<file path="config.mk">
export PLATFORM = sky130hd
export DESIGN_NAME = int_to_fpu
export DESIGN_NICKNAME = d
export VERILOG_FILES = /design/src/rtl/fpu_pkg.sv /design/src/rtl/int_to_fpu.sv
export SDC_FILE = /design/constraint.sdc
export NUM_CORES = 1
export LEC_CHECK = 0
export ABC_AREA = 1
export BUFFER_PORTS_ARGS = -buffer_cell sky130_fd_sc_hd__buf_2
export CAP_MARGIN = 40
export CORE_MARGIN = 3
export CORE_UTILIZATION = 55
export CTS_CLUSTER_SIZE = 24
export DETAILED_ROUTE_END_ITERATION = 8
export GPL_TIMING_DRIVEN = 0
export PLACE_DENSITY = 0.76
export SLEW_MARGIN = 10
export SYNTH_ARGS = -nofsm -noshare
export SYNTH_HDL_FRONTEND = slang
export SYNTH_SLANG_ARGS = --single-unit
export TNS_END_PERCENT = 30
</file>
<file path="constraint.sdc">
create_clock -name clock_100Khz -period 1.85 [get_ports clock_100Khz]
set_input_delay 0.185 -clock clock_100Khz [delete_from_list [all_inputs] [get_ports clock_100Khz]]
set_output_delay 0.185 -clock clock_100Khz [all_outputs]
set_load 0.1 [all_outputs]
</file>
<file path="src/rtl/fpu_pkg.sv">
// Shared FPU definitions: status encoding, float field widths, and the encoder FSM states.
// enc_state_t gets its own name so it cannot clash with the FPU core's state_t.
package fpu_pkg;

  localparam int EXP_W    = 10;
  localparam int MANT_W   = 21;
  localparam int EXP_BIAS = 511;

  typedef enum logic [1:0] {
    OVERFLOW  = 2'd0,
    UNDERFLOW = 2'd1,
    EXACT     = 2'd2,
    INEXACT   = 2'd3
  } status_t;

  typedef enum logic [2:0] {
    IDLE      = 3'd0,
    CONVERT   = 3'd1,
    NORMALIZE = 3'd2,
    PACK      = 3'd3,
    HOLD      = 3'd4
  } enc_state_t;

endpackage

</file>
<file path="src/rtl/int_to_fpu.sv">
// Signed integer to {sign, exp(bias 511), mant(hidden 1)} float encoder; result valid 3+lz edges
// after accept (2 for zero). One input in flight: in_ready only in IDLE, result held until out_ready.
module int_to_fpu #(
  parameter int INT_W    = 32,
  parameter int EXP_BIAS = fpu_pkg::EXP_BIAS
) (
  input  logic               clock_100Khz,
  input  logic               reset,
  input  logic               in_valid,
  output logic               in_ready,
  input  logic [INT_W-1:0]   int_in,
  output logic               out_valid,
  input  logic               out_ready,
  output logic [31:0]        data_out,
  output fpu_pkg::status_t   status_out
);

  import fpu_pkg::*;

  localparam logic [EXP_W-1:0] EXP_TOP = EXP_W'(EXP_BIAS + INT_W - 1);

  enc_state_t              state;
  logic [INT_W-1:0]        int_reg;
  logic [INT_W-1:0]        mag;
  logic [EXP_W-1:0]        exp_reg;
  logic                    sign;
  logic                    zero;
  logic                    int_zero;
  logic [INT_W-1:0]        drop_bits;
  logic [MANT_W-1:0]       mant;

  assign in_ready  = (state == IDLE);
  assign int_zero  = (int_reg == '0);
  assign mant      = mag[INT_W-2 -: MANT_W];
  // Bits below the mantissa field slide to the top; any survivor means truncation lost precision.
  assign drop_bits = mag << (MANT_W + 1);

  always_ff @(posedge clock_100Khz or negedge reset) begin
    if (!reset) begin
      state     <= IDLE;
      out_valid <= 1'b0;
    end else begin
      case (state)
        IDLE: begin
          if (in_valid) state <= CONVERT;
        end
        CONVERT: begin
          state <= int_zero ? PACK : NORMALIZE;
        end
        NORMALIZE: begin
          if (mag[INT_W-1]) state <= PACK;
        end
        PACK: begin
          out_valid <= 1'b1;
          state     <= HOLD;
        end
        HOLD: begin
          if (out_ready) begin
            out_valid <= 1'b0;
            state     <= IDLE;
          end
        end
        default: begin
          out_valid <= 1'b0;
          state     <= IDLE;
        end
      endcase
    end
  end

  always_ff @(posedge clock_100Khz or negedge reset) begin
    if (!reset) begin
      int_reg    <= '0;
      mag        <= '0;
      exp_reg    <= '0;
      sign       <= 1'b0;
      zero       <= 1'b0;
      data_out   <= 32'h0;
      status_out <= EXACT;
    end else begin
      case (state)
        IDLE: begin
          if (in_valid) int_reg <= int_in;
        end
        CONVERT: begin
          sign    <= int_reg[INT_W-1];
          // Two's-complement negate; the most negative input maps to 2^(INT_W-1) unsigned.
          mag     <= int_reg[INT_W-1] ? ((~int_reg) + 1'b1) : int_reg;
          exp_reg <= EXP_TOP;
          zero    <= int_zero;
        end
        NORMALIZE: begin
          if (!mag[INT_W-1]) begin
            mag     <= mag << 1;
            exp_reg <= exp_reg - 1'b1;
          end
        end
        PACK: begin
          if (zero) begin
            data_out   <= 32'h0;
            status_out <= EXACT;
          end else begin
            data_out   <= {sign, exp_reg, mant};
            status_out <= (drop_bits != '0) ? INEXACT : EXACT;
          end
        end
        default: ;
      endcase
    end
  end

endmodule

</file>
## Word level (Yosys, flattened, before mapping)

Index checks and enable logic that the tools add are counted.

- Output and inout bits: 36
- Logic and storage cells: 46
- Bits in registers: 114
- Bits of input ports: 36

- Bitwise gates (word level): 2
- Reduce and logical (&&, ||, !) cells: 9
- Equal/unequal tests: 8
- $add $sub $neg: 2
- Mux-type cells: 15

Operator list:

| kind | number |
|---|---|
| two-way mux 32 bit | 3 |
| case mux 32 bit (2 select lines) | 1 |
| adder 32 x 1 -> 32 bit, second input constant | 1 |
| zero test 32 bit | 1 |
| inverter 32 bit | 1 |
| nonzero test 32 bit | 1 |
| case mux 10 bit (2 select lines) | 1 |
| case mux 3 bit (5 select lines) | 1 |
| two-way mux 10 bit | 1 |
| subtractor 10 x 1 -> 10 bit, second input constant | 1 |
| two-way mux 3 bit | 3 |
| inequality test 2 bit, second input constant | 4 |
| equality test 3 x 2 -> 1 bit, second input constant | 2 |
| AND reduction 2 bit | 3 |
| two-way mux 1 bit | 4 |
| equality test 3 x 1 -> 1 bit, second input constant | 1 |
| equality test 3 bit, second input constant | 1 |
| zero test 3 bit | 1 |
| case mux 1 bit (3 select lines) | 1 |
| AND reduction 3 bit | 1 |
| OR reduction 3 bit | 1 |
| nonzero test 2 bit | 1 |
| inverter 1 bit | 1 |

## Longest topological paths before layout

Gate-level depths: netlist of the first run.

- Depth after elaboration: 4
- Mapped depth: 11
- Depth with buffers taken out: 11

## Least setup slack after synthesis of the first run

OpenSTA, ideal clock, no wires.

- Kind: flip-flop to flip-flop
- Start: register state[0]
- End: register int_reg[10]
- Required time: 1773 ps
- Data arrival time: 2164 ps
- Library setup time: 77 ps
- Path slack: -392 ps
- Path buffers: 2
- Clock period less this slack: 2242 ps
- Stages on the path, launching flop included: 8
- Cell sequence: dfrtp_1 > inv_1 > nand2_4 > nor2_2 > nand2_2 > buf_2 > buf_6 > a21oi_1

- Longest elaborated chain between the ends: 2

Ends and longest elaborated chain:

| item | RTL line | text |
|---|---|---|
| from (decl) | int_to_fpu.sv:22 | `enc_state_t state;` |
| from (signal assigned) | int_to_fpu.sv:48 | `state <= int_zero ? PACK : NORMALIZE;` |
| zero test 3 bit | n/a |  |
| named net in_ready | int_to_fpu.sv:10 | `output logic in_ready,` |
| AND reduction 2 bit (no source line) | n/a |  |
| to (signal assigned) | int_to_fpu.sv:83 | `if (in_valid) int_reg <= int_in;` |
| to (decl) | int_to_fpu.sv:23 | `logic [INT_W-1:0] int_reg;` |

The timed path passes the listed nets, and every way through them passes these cells.
A chain may end at the register's enable or synchronous reset.

## Worst setup path in the final report of the first run

- Start: register state[0]
- End: output port in_ready

- Longest elaborated chain between the ends: 1

Ends and longest elaborated chain:

| item | RTL line | text |
|---|---|---|
| zero test 3 bit | int_to_fpu.sv:32 | `assign in_ready = (state == IDLE);` |
| to (decl) | int_to_fpu.sv:10 |  |

No other way between the ends.

==> out/qor.log, run 1 <==
qor: floorplan.rows 36
qor: global_routing.grt_start_max_net_pins 70
qor: power.p_total 0.0153 W
qor: clock_network.tritoncts yes
qor: critical_path.worst_setup_path_start_kind flop
qor: sta.finalCritPeriodShare 0.979
qor: power.power.switching 0.00788 W
qor: sta.max_slew.worst_pin.slew 0.597 ns
qor: clock_network.cts-root-to-sink-buffers 2
qor: clock_network.cts_num_sinks 113
qor: global_routing.gr-usage-met3 0.0674
qor: synthesis.synth_ff_type dfrtp_1
qor: status.status complete, no violations
qor: global_routing.gr-max-usage-layer met2
qor: sta.finalClockSkew 0.00871 ns
qor: finish.commonest_cells_after_routing_fill_and_taps_aside nand2_1, dfrtp_1, nor2_1
qor: floorplan.placeableCoreArea 9860 um2
qor: power.power.switching_fraction 0.516
qor: synthesis.ys.warnings.count 0
qor: synthesis.synth.yosys.seq_area_share 0.502
qor: synthesis.syn_avg_cell_area 7.82 um2
qor: critical_path.required 1.66 ns
qor: power.power.density_cell_area 2140 nW/um2
qor: finish.layout.cells.most_common nand2_1
qor: clock_network.clock_pin_slew_worst_setup_and_hold_paths 0.06 ns
qor: synthesis.asyncSetResetFlopFracSynth 1.00
qor: synthesis.syn_area 5640 um2
qor: synthesis.syn_nets 759
qor: finish.layout-drive-gt1-share 0.172
qor: detailed_routing.postRouteAntennaNets 0
qor: power.power.leakage 3.61 nW
qor: critical_path.worstSetupPathType flop to primary output
qor: detailed_routing.first_pass_iters 5
qor: global_routing.grt.met2_usage 0.472
qor: sta.rsz0062_at_grt true
qor: synthesis.syn_inst 721
qor: global_routing.globalRouteTotalUtil 0.297
qor: global_routing.first_pass_grt_wire_length 26.2 mm
qor: clock_network.numCtsBuffers 17
qor: power.combPwrFrac 0.519
qor: detailed_routing.detailroute.via_count 5322
qor: sta.relSlewSlack 0.602
qor: synthesis.edff_count_synth 0
qor: power.power_report.internal_total 0.00739 W
qor: global_routing.antenna_found_initial 0
qor: finish.finish.cell_count_without_fillers 991
qor: detailed_routing.remaining_drc_errors 0
qor: placement.globalplace.congestion 0.945
qor: global_routing.global_route.usage.met1 0.412
qor: clock_network.cts_max_level 4
qor: clock_network.insertion_delay 0.53 ns
qor: sta.number_of_max_slew_violations_in_the_final_report 0
qor: finish.net_count_of_the_finished_layout 883
qor: synthesis.synth_seq_cells 113
qor: floorplan.die_height 107 um
qor: placement.buffer_ports.inserted 70
qor: detailed_routing.detailedRoute.firstIterationViolations 421
qor: critical_path.worst-endpoint-arrival 1.63 ns
qor: global_routing.first_global_vias 5100
qor: sta.achievable_clock_frequency 552 MHz
qor: flow_run.cap_violations 0
qor: detailed_routing.post_dr_vias_cell 5.37
qor: placement.dp.final_hpwl 11.6 mm
qor: power.power.share.sequential 0.284
qor: global_routing.grt-ovfl-total 0
qor: sta.setup_violations 0
qor: detailed_routing.wirelength 16.0 mm
qor: floorplan.floorplan.io_pins 72
qor: finish.area_growth_synth_to_finish 26.7%
qor: synthesis.yosys.cell_types.count 37
qor: critical_path.critPathCaptureType primary output
qor: clock_network.clk_root_buffer_cell clkbuf_8
qor: critical_path.critPathMaxFanout 5
qor: floorplan.area_of_the_die 11500 um2
qor: sta.final_hold_viol_count 0
qor: sta.final.min_clock_period 1.81 ns
qor: floorplan.floorplan.initialDensity 0.571
qor: clock_network.postCtsSetupRepairBufs 0
qor: power.clock_power_share 0.198
qor: finish.antenna_cells_inserted 0
qor: detailed_routing.wire_per_inst 16.2 um
qor: power.peakVddDrop 1450 uV
qor: placement.placedCellCount 925
qor: hold_path.hp-class primary input to flop
qor: floorplan.die_x 107 um
logic make-up (layout without fill, tap and decap cells):
kind of cell / after synthesis / after routing / synth area share
fa+ha+maj: 2 / 2 / 0.00444
simple gates: 347 / 347 / 0.268
compound gates: 130 / 130 / 0.127
other cells: 1 / 1 / 0.000665
buf+inv: 124 / 261 / 0.0908
xor+xnor: 1 / 1 / 0.00155
mux: 3 / 3 / 0.00599
flops: 113 / 113 / 0.502
metal layers:
layer	share of wire	up-vias
li1	-	2597
met1	0.45	2514
met2	0.47	185
met3	0.057	26
met4	0.017	0
met5	0	-
final timing paths:
kind | startpoint | to | slack (ns) | cells past startpoint
max | state[0] | in_ready | 0.04 | 4
min reg2reg | data_out[25] | data_out[25] | 0.48 | 2
max reg2reg | state[1] | state[0] | 0.09 | 6
max in group asynchronous | reset | int_reg[4] | 1.03 | 3
min | in_valid | state[0] | 0.1 | 3
min in group asynchronous | reset | data_out[15] | 0.15 | 2
synthesized netlist by cell type (all sizes together) (4+ instances only):
cell type  count  share of area
o21ai         57          0.051
dfrtp        113           0.50
o211ai         4         0.0053
a21oi         42          0.037
o22ai         11          0.012
nor2          98          0.071
a31oi          6         0.0067
nand3         68          0.062
o221ai         4         0.0062
clkbuf        11         0.0073
nor3           4         0.0055
buf           17          0.020
inv           96          0.064
nand4          8         0.0089
nand2        162           0.11
critical path: stages, from the launching register on:
cell and delay [ns]:
dfrtp_1 0.41, inv_1 0.16, nand2_4 0.12, nor2_4 0.19
buf_8 0.22
final cells by class:
class	count	area, um2
Sequential cell	113	2830
Buffer	28	153
Fill cell	787	2720
Clock buffer	19	442
Tap cell	133	166
Timing Repair Buffer	105	734
Multi-Input combinational cell	484	2340
Clock inverter	13	113
Inverter	96	360
metrics by stage:
step | util | cell area, um2 | setup WS [ns] | hold WS [ns] | TNS (ns)
final | 0.724 | 7140 | 0.0393 | 0.0992 | 0
after global routing | 0.724 | 7140 | -0.0180 | 0.122 | -0.0180
after CTS | 0.720 | 7100 | -0.00209 | 0.0929 | -0.00209
after detailed placement | 0.628 | 6200 | -0.0218 | 0.136 | -0.0218
after global placement | 0.625 | 6160 | -0.628 | 0.415 | -70.00
after floorplan | - | 5650 | 0.00591 | -0.111 | 0
what timing repair did:
| action | CTS | global route |
|---|---|---|
| hold endpoints to repair | 77 | 0 |
| hold buffers | 34 | 0 |
| pin swaps | 0 | 2 |
| setup endpoints to repair | 5 | 16 |
| gates resized for setup | 3 | 11 |
power groups by stage:
stage	Sequential (W)	Combinational (W)	Clock, W
after floorplan	0.00635	0.00378	0
after global placement	0.00429	0.00756	0
after detailed placement	0.00433	0.00771	0
after CTS	0.00430	0.00782	0.00304
after global routing	0.00445	0.00861	0.00319
final	0.00434	0.00792	0.00302
Note: power is estimated with default switching activity, not from simulation.
==> run 2: changes to the inputs <==
--- a/config.mk
+++ b/config.mk
@@ -9,11 +9,10 @@
 export BUFFER_PORTS_ARGS = -buffer_cell sky130_fd_sc_hd__buf_2
 export CAP_MARGIN = 40
 export CORE_MARGIN = 3
-export CORE_UTILIZATION = 55
+export CORE_UTILIZATION = 45
 export CTS_CLUSTER_SIZE = 24
 export DETAILED_ROUTE_END_ITERATION = 8
 export GPL_TIMING_DRIVEN = 0
-export PLACE_DENSITY = 0.76
 export SLEW_MARGIN = 10
 export SYNTH_ARGS = -nofsm -noshare
 export SYNTH_HDL_FRONTEND = slang
==> run 2 against run 1 <==
Compared with the run above: via count is 5.6% lower; non-clock buffer count is 28 lower; fmax rose by 2.3%; worst setup slack improved by 0.040 ns; die area grew 21%; power barely moved; clock power up 6%; hold slack got worse by 0.089 ns; final cell count up 0.50%; critical path depth is 2 higher; sequential power is 1% lower; register-to-register slack hardly changed.
==> out/qor.log, run 2 (same netlist as run 1, synthesis figures left out) <==
qor: status.status complete, no violations [unchanged]
qor: finish.commonest_cells_after_routing_fill_and_taps_aside nand2_1, dfrtp_1, inv_1, nor2_1, buf_2 [was nand2_1, dfrtp_1, nor2_1]
qor: hold_path.hold_path_endpoint int_reg[28] [was state[0]]
qor: critical_path.required 2.20 ns [was 1.66 ns]
qor: sta.finalClockSkew 0.00691 ns [was 0.00871 ns]
qor: global_routing.globalRouteTotalUtil 0.238 [was 0.297]
qor: global_routing.antenna_found_initial 0 [unchanged]
qor: detailed_routing.postRouteAntennaNets 0 [unchanged]
qor: sta.number_of_max_slew_violations_in_the_final_report 0 [unchanged]
qor: clock_network.cts_max_level 4 [unchanged]
qor: global_routing.grt-ovfl-total 0 [unchanged]
qor: flow_run.cap_violations 0 [unchanged]
qor: detailed_routing.first_pass_iters 5 [unchanged]
qor: detailed_routing.detailedRoute.firstIterationViolations 408 [was 421]
qor: critical_path.crit_path_frequent_cell inv_2
qor: detailed_routing.detailroute.via_count 5024 [was 5322]
qor: power.peakVddDrop 788 uV [was 1450 uV]
qor: finish.finish.cell_count_without_fillers 996 [was 991]
qor: clock_network.clock_pin_slew_worst_setup_and_hold_paths 0.05 ns [was 0.06 ns]
qor: clock_network.cts-root-to-sink-buffers 2 [unchanged]
qor: critical_path.timing.rr.end mag[24] [was state[0]]
qor: power.power.density_cell_area 2210 nW/um2 [was 2140 nW/um2]
qor: finish.net_count_of_the_finished_layout 855 [was 883]
qor: finish.area_growth_synth_to_finish 22.5% [was 26.7%]
qor: floorplan.placeableCoreArea 12100 um2 [was 9860 um2]
qor: finish.layout-drive-gt1-share 0.175 [was 0.172]
qor: sta.relSlewSlack 0.607 [was 0.602]
qor: placement.buffer_ports.inserted 70 [unchanged]
qor: global_routing.first_pass_grt_wire_length 26.0 mm [was 26.2 mm]
qor: clock_network.numCtsBuffers 17 [unchanged]
qor: hold_path.holdCritStartpoint int_in[28] [was in_valid]
qor: power.power.leakage 3.50 nW [was 3.61 nW]
qor: detailed_routing.post_dr_vias_cell 5.04 [was 5.37]
qor: finish.finalCoreUtilization 0.570 [was 0.724]
qor: sta.final.min_clock_period 1.77 ns [was 1.81 ns]
qor: sta.achievable_clock_frequency 565 MHz [was 552 MHz]
qor: critical_path.worst_reg_to_reg_path_cell_count 6 [unchanged]
qor: clock_network.tritoncts yes [unchanged]
qor: detailed_routing.remaining_drc_errors 0 [unchanged]
qor: sta.final_hold_viol_count 0 [unchanged]
qor: placement.globalplace.congestion 0.929 [was 0.945]
qor: critical_path.startpoint_of_the_lowest_slack_register_to_register_path state[1] [unchanged]
qor: hold_path.hp-class primary input to flop [unchanged]
qor: sta.finalCritPeriodShare 0.957 [was 0.979]
qor: critical_path.timing.critical_path.slowest_cell_delay 0.44 ns [was 0.41 ns]
qor: critical_path.cp_cell_sequence inv_2 -> nand3_2 -> inv_2 -> buf_2 -> nand3_1 -> nand2_1 [was inv_1 -> nand2_4 -> nor2_4 -> buf_8]
qor: global_routing.first_global_vias 4955 [was 5100]
qor: critical_path.timing.critical_path.buf_inv 3 [was 2]
qor: critical_path.worst_setup_path_start_kind flop [unchanged]
qor: detailed_routing.wirelength 15.8 mm [was 16.0 mm]
qor: clock_network.cts_num_sinks 113 [unchanged]
qor: critical_path.cpMaxStageDelayCell dfrtp_1 [unchanged]
qor: floorplan.area_of_the_die 13900 um2 [was 11500 um2]
qor: finish.num-fill-cells 1151 [was 787]
qor: floorplan.rows 40 [was 36]
qor: sta.rsz0062_at_grt true [unchanged]
qor: sta.setup_violations 0 [unchanged]
qor: critical_path.worstSetupPathType flop to flop [was flop to primary output]
qor: floorplan.floorplan.initialDensity 0.465 [was 0.571]
qor: sta.finalSetupTns 0 ns [unchanged]
qor: critical_path.critPathMaxFanout 10 [was 5]
qor: sta.max_slew.worst_pin.slew 0.589 ns [was 0.597 ns]
qor: placement.dp.final_hpwl 11.8 mm [was 11.6 mm]
qor: clock_network.clk_root_buffer_cell clkbuf_16 [was clkbuf_8]
qor: finish.antenna_cells_inserted 0 [unchanged]
qor: clock_network.insertion_delay 0.41 ns [was 0.53 ns]
qor: floorplan.floorplan.io_pins 72 [unchanged]
qor: finish.layout.cells.most_common nand2_1 [unchanged]
qor: global_routing.grt_start_max_net_pins 59 [was 70]
qor: hold_path.whs_path_depth 2 [was 3]
qor: critical_path.critPathCaptureType flop [was primary output]
qor: power.p_total 0.0153 W [about the same]
qor: floorplan.die_x 118 um [was 107 um]
qor: floorplan.die_height 118 um [was 107 um]
qor: detailed_routing.wire_per_inst 15.8 um [was 16.2 um]
qor: critical_path.worst-endpoint-arrival 2.12 ns [was 1.63 ns]
qor: placement.placedCellCount 960 [was 925]
qor: critical_path.cell_family_contributing_the_most_delay_on_the_critical_path buffers and inverters [was flip-flops]
qor: critical_path.r2r_slack 0.08 ns [was 0.09 ns]
-- run 2: cell count changes in the layout (fill, tap and decap cells not counted), moves of 2 or more --
| cell | before | now |
|---|---|---|
| clkinvlp_4 | 3 | 0 |
| bufinv_16 | 1 | 3 |
| clkbuf_1 | 11 | 16 |
| clkinv_4 | 3 | 0 |
| clkbuf_8 | 3 | 1 |
| dlygate4sd3_1 | 34 | 3 |
| buf_4 | 3 | 7 |
-- run 2: per-stage QoR --
step                worst slack (ns)  cell area (um2)  hold slack (ns)
finish                        0.0794             6910           0.0106
global route                 -0.0528             6910           0.0216
CTS                           0.0395             6870          0.00111
detailed placement            -0.164             6240            0.184
global placement              -0.740             6210            0.418
floorplan                    0.00591             5650           -0.111
-- run 2: power by group --
part           switching (W)  internal, W  leakage, nW
Sequential          0.000728      0.00356         1.34
Combinational        0.00589      0.00191         1.88
Clock                0.00106      0.00212        0.281
Total                0.00769      0.00760         3.50
-- run 2: worst max-delay path by stage --
| stage | start | endpoint | cells past startpoint |
|---|---|---|---|
| 5_1_grt | int_reg[20] | state[0] | 7 |
| 4_1_cts | int_reg[0] | state[0] | 8 |
| 2_1_floorplan | state[0] | int_reg[10] | 7 |
| 6_report | state[1] | mag[24] | 6 |
| 3_3_place_gp | reset | int_reg[0] | 1 |
| 3_5_place_dp | int_reg[0] | state[0] | 8 |
-- run 2: what timing repair did --
action                     CTS  global route
setup buffers                1             2
pin swaps                    1             1
hold endpoints to repair    57             0
hold buffers                 3             0
gates resized for setup      6             8
setup endpoints to repair    7            12
-- run 2: worst reg2reg max path, cell delays in order, from the launching register on --
cell,delay [ns]
dfrtp_1,0.44
inv_2,0.18
nand3_2,0.16
inv_2,0.27
buf_2,0.34
nand3_1,0.22
nand2_1,0.10
-- run 2: area by class of cell --
cell class	instances	area, um2	area share
Buffer	28	153	0.0221
Clock buffer	23	458	0.0663
Clock inverter	7	110	0.0159
Inverter	96	360	0.0522
Multi-Input combinational cell	484	2350	0.340
Sequential cell	113	2830	0.409
Tap cell	168	210	0.0304
Timing Repair Buffer	77	439	0.0636
-- run 2: routing by layer --
metal  vias to the layer above  global-route usage  part of all wire
li1                       2528                   -                 -
met1                      2329               0.330              0.48
met2                       142               0.372              0.45
met3                        25              0.0543             0.055
met4                         0              0.0762             0.017
met5                         -                   0                 0
==> run 3: changes to the inputs <==
--- a/config.mk
+++ b/config.mk
@@ -10,7 +10,8 @@
 export CAP_MARGIN = 40
 export CORE_MARGIN = 3
 export CORE_UTILIZATION = 45
-export CTS_CLUSTER_SIZE = 24
+export CTS_BUF_LIST = sky130_fd_sc_hd__clkbuf_4 sky130_fd_sc_hd__clkbuf_8
+export CTS_CLUSTER_SIZE = 14
 export DETAILED_ROUTE_END_ITERATION = 8
 export GPL_TIMING_DRIVEN = 0
 export SLEW_MARGIN = 10
==> run 3 against run 2 <==
Compared with the run above: combinational power increased by 0.9%; critical path depth up 3; wire length increased by 1.1%; sequential power about the same; core utilization grew 1.2 points; register-to-register slack about the same; largest power group unchanged.
==> out/qor.log, run 3 (same netlist as run 1, synthesis figures left out) <==
qor: status.status complete, no violations [unchanged]
qor: critical_path.cell_family_contributing_the_most_delay_on_the_critical_path simple AND/OR/NAND/NOR gates [was buffers and inverters]
qor: clock_network.tritoncts yes [unchanged]
qor: clock_network.cts_num_sinks 113 [unchanged]
qor: critical_path.cp_cell_sequence inv_1 -> nand2_4 -> nor2_8 -> nand2_4 -> nand2_4 -> buf_4 -> o21ai_0 -> a31oi_1 -> nor2_1 [was inv_2 -> nand3_2 -> inv_2 -> buf_2 -> nand3_1 -> nand2_1]
qor: placement.dp.final_hpwl 11.8 mm [unchanged]
qor: power.power.density_cell_area 2060 nW/um2 [was 2210 nW/um2]
qor: placement.buffer_ports.inserted 70 [unchanged]
qor: floorplan.rows 40 [unchanged]
qor: global_routing.antenna_found_initial 0 [unchanged]
qor: sta.finalSetupTns 0 ns [unchanged]
qor: critical_path.critPathMaxFanout 10 [unchanged]
qor: critical_path.worstSetupPathType flop to flop [unchanged]
qor: global_routing.grt_start_max_net_pins 59 [unchanged]
qor: floorplan.die_height 118 um [unchanged]
qor: sta.final_hold_viol_count 0 [unchanged]
qor: critical_path.worst_setup_path_start_kind flop [unchanged]
qor: sta.finalCritPeriodShare 0.960 [was 0.957]
qor: clock_network.clk_root_buffer_cell clkbuf_8 [was clkbuf_16]
qor: placement.placedCellCount 960 [unchanged]
qor: critical_path.timing.critical_path.buf_inv 2 [was 3]
qor: floorplan.placeableCoreArea 12100 um2 [unchanged]
qor: finish.layout.cells.most_common nand2_1 [unchanged]
qor: sta.max_slew.worst_pin.slew 0.589 ns [about the same]
qor: power.power.leakage 3.56 nW [was 3.50 nW]
qor: floorplan.floorplan.io_pins 72 [unchanged]
qor: critical_path.worst-endpoint-arrival 2.10 ns [was 2.12 ns]
qor: detailed_routing.detailedRoute.firstIterationViolations 390 [was 408]
qor: sta.finalClockSkew 0.00966 ns [was 0.00691 ns]
qor: floorplan.area_of_the_die 13900 um2 [unchanged]
qor: finish.antenna_cells_inserted 0 [unchanged]
qor: sta.final.min_clock_period 1.78 ns [was 1.77 ns]
qor: floorplan.floorplan.initialDensity 0.465 [unchanged]
qor: sta.rsz0062_at_grt true [unchanged]
qor: critical_path.required 2.17 ns [was 2.20 ns]
qor: critical_path.timing.critical_path.slowest_cell_delay 0.41 ns [was 0.44 ns]
qor: finish.commonest_cells_after_routing_fill_and_taps_aside nand2_1, dfrtp_1, inv_1 [was nand2_1, dfrtp_1, inv_1, nor2_1, buf_2]
qor: detailed_routing.postRouteAntennaNets 0 [unchanged]
qor: global_routing.first_pass_grt_wire_length 26.3 mm [was 26.0 mm]
qor: global_routing.grt-ovfl-total 0 [unchanged]
qor: flow_run.cap_violations 0 [unchanged]
qor: clock_network.insertion_delay 0.44 ns [was 0.41 ns]
qor: detailed_routing.detailroute.via_count 5144 [was 5024]
qor: finish.layout-drive-gt1-share 0.176 [was 0.175]
qor: power.peakVddDrop 822 uV [was 788 uV]
qor: finish.finish.cell_count_without_fillers 1025 [was 996]
qor: clock_network.cts-root-to-sink-buffers 2 [unchanged]
qor: clock_network.cts_max_level 4 [unchanged]
qor: detailed_routing.wirelength 16.0 mm [was 15.8 mm]
qor: detailed_routing.remaining_drc_errors 0 [unchanged]
qor: hold_path.hp-class primary input to flop [unchanged]
qor: finish.net_count_of_the_finished_layout 884 [was 855]
qor: critical_path.critPathCaptureType flop [unchanged]
qor: global_routing.globalRouteTotalUtil 0.240 [was 0.238]
qor: placement.globalplace.congestion 0.929 [unchanged]
qor: global_routing.first_global_vias 5072 [was 4955]
qor: sta.relSlewSlack 0.607 [about the same]
qor: detailed_routing.first_pass_iters 5 [unchanged]
qor: detailed_routing.wire_per_inst 15.6 um [was 15.8 um]
qor: finish.area_growth_synth_to_finish 25.0% [was 22.5%]
qor: sta.achievable_clock_frequency 563 MHz [was 565 MHz]
qor: placement.dpl_worst_slack -0.164 ns [unchanged]
qor: power.p_total 0.0145 W [was 0.0153 W]
qor: detailed_routing.post_dr_vias_cell 5.02 [was 5.04]
qor: sta.number_of_max_slew_violations_in_the_final_report 0 [unchanged]
qor: sta.fin_hold_ws 0.0244 ns [was 0.0106 ns]
qor: sta.timing.final.ws_setup 0.0736 ns [was 0.0794 ns]
qor: floorplan.die_x 118 um [unchanged]
qor: critical_path.cpMaxStageDelayCell dfrtp_1 [unchanged]
qor: critical_path.crit_path_frequent_cell nand2_4 [was inv_2]
qor: clock_network.clock_pin_slew_worst_setup_and_hold_paths 0.07 ns [was 0.05 ns]
qor: sta.setup_violations 0 [unchanged]
qor: clock_network.numCtsBuffers 17 [unchanged]
run 3: cell count changes in the layout (fill, tap and decap cells not counted), sizes merged:
cell | before | now
dlygate4sd3 | 3 | 32
run 3: worst register-to-register path: stages (launching register included):
cell	delay, ns
dfrtp_1	0.41
inv_1	0.17
nand2_4	0.12
nor2_8	0.20
nand2_4	0.13
nand2_4	0.11
buf_4	0.20
o21ai_0	0.12
a31oi_1	0.15
nor2_1	0.05
run 3: where the power goes:
group          internal, W  total [W]  switching, W
clock network      0.00142    0.00238      0.000964
registers          0.00356    0.00429      0.000732
logic              0.00196    0.00788       0.00592
total              0.00694     0.0145       0.00761
run 3: layout make-up:
class,count,area (um2)
Clock inverter,7,110
Timing Repair Buffer,106,729
Buffer,28,153
Sequential cell,113,2830
Multi-Input combinational cell,484,2370
Inverter,96,360
Clock buffer,23,285
Tap cell,168,210
Fill cell,1155,5060
run 3: metal layers:
metal / vias up / global-route usage / wire (um)
met3: 25 / 0.0567 / 746
met2: 140 / 0.379 / 7230
met1: 2390 / 0.330 / 7710
met5: - / 0 / 0
li1: 2589 / - / -
met4: 0 / 0.0747 / 274
run 3: repair_timing:
| action | 4_1_cts | 5_1_grt |
|---|---|---|
| setup buffers | 1 | 2 |
| hold buffers | 32 | 0 |
| hold endpoints to repair | 86 | 0 |
| setup endpoints to repair | 7 | 14 |
| resized for setup | 5 | 13 |
| pin swaps | 1 | 2 |
run 3: worst paths after layout:
| kind | startpoint | to | slack [ns] | depth (start not counted) |
|---|---|---|---|---|
| max | state[0] | mag[11] | 0.07 | 9 |
| min | int_in[24] | int_reg[24] | 0.02 | 3 |
| max reg2reg | state[0] | mag[11] | 0.07 | 9 |
| min reg2reg | data_out[24] | data_out[24] | 0.48 | 2 |
| max in group asynchronous | reset | mag[8] | 0.90 | 3 |
| min in group asynchronous | reset | data_out[14] | 0.28 | 2 |
run 3: stage by stage:
step	utilization	area, um2
after detailed placement	0.515	6240
after global routing	0.582	7050
final	0.582	7050
after floorplan	-	5650
after CTS	0.576	6980
after global placement	0.513	6210
